## src/rtl/timer_pkg.sv

```systemverilog
// Shared timer definitions: prescaler FSM states and default register sizing.
package timer_pkg;

  typedef enum logic {
    RUN  = 1'b0,
    PEND = 1'b1
  } timer_pscr_state_e;

  localparam int TIM_PSCR_WIDTH = 20;
  localparam int PSCR_MIN_VAL   = 2;

endpackage

```

## src/rtl/timer_pscr_tick.sv

```systemverilog
// Prescaler tick generator: emits a one-cycle clock-enable every div_q cycles,
// with a valid/ready reload that swaps the ratio only at a period boundary.
module timer_pscr_tick
  import timer_pkg::*;
#(
  parameter int WIDTH   = TIM_PSCR_WIDTH,
  parameter int MIN_VAL = PSCR_MIN_VAL
) (
  input  logic             clk_i,
  input  logic             rst_i,
  input  logic             en_i,
  input  logic [WIDTH-1:0] div_i,
  input  logic             div_valid_i,
  output logic             div_ready_o,
  output logic             div_done_o,
  output logic             tick_o,
  output logic [WIDTH-1:0] cnt_o
);

  localparam logic [WIDTH-1:0] MIN_W = WIDTH'(MIN_VAL);

  timer_pscr_state_e r_state;
  timer_pscr_state_e w_state_nxt;
  logic              r_rdy;
  logic [WIDTH-1:0]  r_div;
  logic [WIDTH-1:0]  r_pend;
  logic [WIDTH-1:0]  r_cnt;
  logic              r_tick;
  logic              w_tc;
  logic              w_accept;
  logic              w_apply;

  assign w_tc = (r_cnt == (r_div - WIDTH'(1)));

  always_comb begin
    w_state_nxt = r_state;
    w_accept    = 1'b0;
    w_apply     = 1'b0;
    case (r_state)
      RUN: begin
        if (div_valid_i) begin
          w_accept    = 1'b1;
          w_state_nxt = PEND;
        end
      end
      PEND: begin
        // Disabled divider has no period to finish, so apply immediately.
        if (!en_i || w_tc) begin
          w_apply     = 1'b1;
          w_state_nxt = RUN;
        end
      end
      default: w_state_nxt = RUN;
    endcase
  end

  // Ready/done are registered from the next state so the outputs are pure flops.
  always_ff @(posedge clk_i) begin
    if (rst_i) begin
      r_state <= RUN;
      r_rdy   <= 1'b1;
    end else begin
      r_state <= w_state_nxt;
      r_rdy   <= (w_state_nxt == RUN);
    end
  end

  always_ff @(posedge clk_i) begin
    if (rst_i) begin
      r_div  <= MIN_W;
      r_pend <= MIN_W;
      r_cnt  <= '0;
      r_tick <= 1'b0;
    end else begin
      if (en_i && w_tc) begin
        r_cnt  <= '0;
        r_tick <= 1'b1;
      end else if (en_i) begin
        r_cnt  <= r_cnt + WIDTH'(1);
        r_tick <= 1'b0;
      end else begin
        r_cnt  <= '0;
        r_tick <= 1'b0;
      end
      if (w_accept) begin
        r_pend <= (div_i < MIN_W) ? MIN_W : div_i;
      end
      // Apply always coincides with a counter clear (TC or disabled).
      if (w_apply) begin
        r_div <= r_pend;
      end
    end
  end

  assign div_ready_o = r_rdy;
  assign div_done_o  = r_rdy;
  assign tick_o      = r_tick;
  assign cnt_o       = r_cnt;

endmodule
```

## config.mk

```make
export PLATFORM = sky130hd
export DESIGN_NAME = timer_pscr_tick
export DESIGN_NICKNAME = d
export VERILOG_FILES = /design/src/rtl/timer_pkg.sv /design/src/rtl/timer_pscr_tick.sv
export SDC_FILE = /design/constraint.sdc
export NUM_CORES = 1
export LEC_CHECK = 0
export CAP_MARGIN = 20
export CORE_ASPECT_RATIO = 1.5
export CORE_MARGIN = 10
export CORE_UTILIZATION = 50
export DETAILED_ROUTE_END_ITERATION = 10
export GPL_TIMING_DRIVEN = 0
export PLACE_DENSITY = 0.77
export RECOVER_POWER = 50
export SLEW_MARGIN = 40
export SYNTH_ARGS = -nofsm -noshare
export SYNTH_HDL_FRONTEND = slang
export SYNTH_SLANG_ARGS = --single-unit
```

## constraint.sdc

```tcl
create_clock -name clk_i -period 2.55 [get_ports clk_i]
set_input_delay 0.255 -clock clk_i [delete_from_list [all_inputs] [get_ports clk_i]]
set_output_delay 0.255 -clock clk_i [all_outputs]
set_load 0.02 [all_outputs]
```

Yosys cells after proc, flatten, opt, wreduce, memory -nomap -nowiden --
Index checks and enable logic that the tools add are counted.
Word-level totals: register bits after elaboration 63, logic and storage cells 25, input bits 24, output and inout bits 23
Cells by class: reduce and logical (&&, ||, !) cells 4, bitwise operators 3, mux-type cells 8, equal/unequal tests 1, order comparisons 1, add/subtract/negate cells 2
Operators by type and width (number):
- adder 20 x 1 -> 20 bit (second input constant) | 1
- == test 20 bit | 1
- less-than comparator 20 x 2 -> 1 bit (second input constant) | 1
- 2-to-1 mux 20 bit | 1
- subtractor 20 x 1 -> 20 bit (second input constant) | 1
- 2-to-1 mux 1 bit | 6
- inverter 1 bit | 3
- OR reduction 3 bit | 1
- case mux 1 bit (2 select lines) | 1
- logical AND 1 bit | 1
- logical NOT 1 bit | 1
- logical OR 1 bit | 1

Logic depth before layout (Yosys ltp) --
word-level depth 6, gate-level depth with buffers 11, gate-level depth less buffers 9

Least setup slack after synthesis --
Ideal clock, no wire load.
path kind reg2reg, start register r_div[0], end register r_rdy, in the netlist div_done_o, buffers on the path 1, slack 28 ps, setup time 132 ps, clock period less this slack 2522 ps, data required time 2418 ps, cell stages (with the launch flop) 11, data arrival time 2389 ps, cell sequence dfxtp_1 -> inv_1 -> ha_1 -> clkbuf_8 -> or3b_2 -> a211o_2 -> a21oi_1 -> a32oi_1 -> nand4_1 -> o22ai_2 -> or3_2
Between the ends: cells in the longest elaborated chain, start to end 6
Ends and longest elaborated chain:
- start: declaration | RTL line timer_pscr_tick.sv:25 | logic [WIDTH-1:0] r_div;
- start signal: assignment | RTL line timer_pscr_tick.sv:90 | r_div <= r_pend;
- subtractor 20 x 1 -> 20 bit | RTL line timer_pscr_tick.sv:33 | assign w_tc = (r_cnt == (r_div - WIDTH'(1)));
- == test 20 bit | RTL line timer_pscr_tick.sv:33
- logical OR 1 bit | RTL line timer_pscr_tick.sv:48 | if (!en_i || w_tc) begin
- 2-to-1 mux 1 bit | RTL line timer_pscr_tick.sv:48
- case mux 1 bit (2 select lines) | RTL line timer_pscr_tick.sv:39 | case (r_state)
- inverter 1 bit | RTL line timer_pscr_tick.sv:64 | r_rdy <= (w_state_nxt == RUN);
- end signal: assignment | RTL line timer_pscr_tick.sv:64
- end: declaration | RTL line timer_pscr_tick.sv:24 | logic r_rdy;
Every way passes these cells. A chain may end at the register's enable or synchronous reset.

Final worst setup path --
start register r_div[1], end register r_rdy, in the netlist div_done_o
The elaborated chain is that of the path after synthesis.

==> impl_metrics.csv <==
group,metric,value,unit
clock_network,clock-sinks,63,
detailed_routing,wirelength,9130,um
sta,hold_slack,225,ps
place,dp.cells,528,
final_layout,layout.nets,511,
global_routing,grt_pass1_wl,14100,um
final_layout,finalInstanceArea,4680,um^2
sta,setup_tns,-8300,ps
sta,finalClockSkew,5.48,ps
worst_setup_path,worstSetupPathType,"reg -> reg",
worst_setup_path,worstPathMaxFanout,4,
place,dpl.hpwl,6140,um
sta,slew_headroom,66.2,%
place,placed_area,4030,um^2
place,gp_congestion,0.929,
detailed_routing,drtIter0Drc,268,
clock_network,ctsHoldBuffers,0,
global_routing,grt_use_total,16.1,%
global_routing,antenna_found_initial,0,
clock_network,clock_latency,340,ps
job,drv_cap,0,
clock_network,cts_tree,"built",
final_layout,layout_commonest_cell,"dfxtp_1",
hold_path,min_path_type,"in -> reg",
sta,min_period,2810,ps
worst_setup_path,cp_data_required_time,2770,ps
power,p_leak,1.70,nW
die,start_util,51.1,%
synth,yosysWarnings,0,
synth,synth-edff-count,0,
power,powerDensity,505,nW/um^2
detailed_routing,first_pass_iters,5,
detailed_routing,ant_nets,0,
sta,finalSetupViolations,43,
synth,synth-seq-cells,63,
synth,syn_area_per_cell,8.59,um^2
synth,ys_seq_area_share,36.2,%
final_layout,final_cells,567,
global_routing,grt_overflow,0,
synth,ys_types,53,
sta,rsz0062_at_grt,"true",
sta,tightest_slew,507,ps
synth,synth_ff_type,"dfxtp_1",
run_status,status,"finished with violations",
detailed_routing,num_vias,3220,
final_layout,areaGrowthSynthToFinish,34.4,%
worst_setup_path,arrival,3030,ps
clock_network,root_buffer,"clkbuf_8",
synth,synth_nets,431,
sta,drv_slew,0,
sta,hold_viol,0,
clock_network,clockBufferDepth,2,
clock_network,numCtsBuffers,9,
worst_setup_path,r2r_slack,-260,ps
die,core_area,6810,um^2
die,rows,37,
die,dieArea,10800,um^2
sta,fmax,356,MHz
synth,synth_cells,405,
die,fp.dieH,122,um
power,max-vdd-ir-drop,0.000359,V
final_layout,drive_above_1_share,18.2,%
detailed_routing,avgRoutedWirePerCell,16.1,um
clock_network,cts-htree-levels,3,
synth,netlist_area,3480,um^2
global_routing,grt_pass1_vias,3101,
final_layout,num_antenna_cells,0,
clock_network,clk_pin_slew,70,ps
synth,synth-async-reset-ratio,0,%
place,io_buffer_count,45,
sta,finalCritPeriodShare,110,%
worst_setup_path,startpoint_type,"flip-flop",
sta,finalWorstSetupSlack,-260,ps
final_layout,layout_common_cells,"dfxtp_1, nand2_1, clkdlybuf4s50_1, nand2b_1, nor3_1",
die,die_x,88.1,um
detailed_routing,drc,0,
global_routing,grt_start_max_net_pins,12,
final_layout,fill_cells,532,
worst_setup_path,worstSetupEndpointType,"flip-flop",
die,io_pins,47,
detailed_routing,viasPerCell,5.68,
run_status,violations,"negative setup slack",
## kinds of logic (layout without fill, tap and decap cells)
logic type | Yosys count | in the layout | synth area share, %
DFF | 63 | 63 | 36.2
xor gates and xnor gates | 43 | 43 | 10.8
adders and majority gates | 2 | 2 | 0.719
AOI/OAI and AO/OA | 46 | 46 | 8.63
buffers and inverters | 31 | 115 | 5.89
muxes | 21 | 21 | 6.04
and+or+nand+nor | 199 | 199 | 31.7
## metal layers
layer	track usage [%]	vias up	wire length (um)
met5	0	-	0
met4	10.8	0	267
met3	2.40	22	471
met2	28.4	111	4760
met1	17.0	1506	3640
li1	-	1581	-
## where the power goes
group / internal [mW] / switching (mW) / total [mW]
clock: 0.542 / 0.383 / 0.926
sequential: 1.02 / 0.0294 / 1.04
combinational: 0.197 / 0.194 / 0.391
## repair_timing
| item | CTS | global route |
|---|---|---|
| buffers inserted | 17 | 8 |
| resized for setup | 32 | 23 |
| pin swaps | 10 | 18 |
| setup endpoints to repair | 43 | 43 |
| cloned | 1 | 1 |
## state kept, by name, summed over array words and instances (netlist names)
name	flops
div_done_o	1
r_div	20
tick_o	1
r_pend	20
r_state	1
cnt_o	20
## cell usage after synthesis (11+ instances only)
| cell | number | area (um^2) |
|---|---|---|
| dfxtp_1 | 63 | 1260 |
| nand2_1 | 50 | 188 |
| nor3_1 | 30 | 150 |
| nand2b_1 | 26 | 163 |
| a21oi_1 | 22 | 110 |
| xor2_1 | 22 | 193 |
| mux2i_1 | 21 | 210 |
| xnor2_1 | 21 | 184 |
| nor2_1 | 16 | 60.1 |
| nand3_1 | 15 | 75.1 |
| or2b_1 | 14 | 105 |
| clkbuf_1 | 11 | 41.3 |
| nor4_1 | 11 | 68.8 |
## layout make-up
| cell class | count | area, um^2 | share of cell area, % |
|---|---|---|---|
| clock buffers | 9 | 124 | 2.65 |
| clock inverters | 6 | 86.3 | 1.85 |
| well taps | 78 | 97.6 | 2.09 |
| multi-input cells | 311 | 2200 | 47.0 |
| flip-flops and latches | 63 | 1270 | 27.3 |
| repair buffers | 71 | 693 | 14.8 |
| inverters | 5 | 18.8 | 0.401 |
| plain buffers | 24 | 185 | 3.96 |
## per-stage QoR
| step | util, % | worst slack [ps] | total power, mW |
|---|---|---|---|
| floorplan | - | 28.2 | 1.26 |
| global placement | 59.2 | -492 | 1.36 |
| detailed placement | 59.2 | -543 | 1.37 |
| CTS | 66.4 | -160 | 2.35 |
| global route | 68.7 | -350 | 2.44 |
| finish | 68.7 | -260 | 2.36 |
## worst max-delay path, stage by stage (launching register included)
cell     delay [ps]
dfxtp_4         370
buf_6           120
or4_4           580
buf_12          160
a211o_4         310
a21oi_2         160
a32oi_1         130
nand4_1         100
buf_4           140
o22ai_4         100
buf_6           160
or3_4           350
## path summary, 6_finish.rpt
kind,startpoint,endpoint,cells after the start
worst max-delay path,r_div[1]$_SDFFE_PP1P_,div_done_o$_SDFF_PP1_,11
worst min-delay path,rst_i,r_div[0]$_SDFFE_PP0P_,3
worst max register to register,r_div[1]$_SDFFE_PP1P_,div_done_o$_SDFF_PP1_,11
worst min register to register,r_pend[0]$_SDFFE_PP0P_,r_pend[0]$_SDFFE_PP0P_,2
Power figures use the tool's default switching activity.
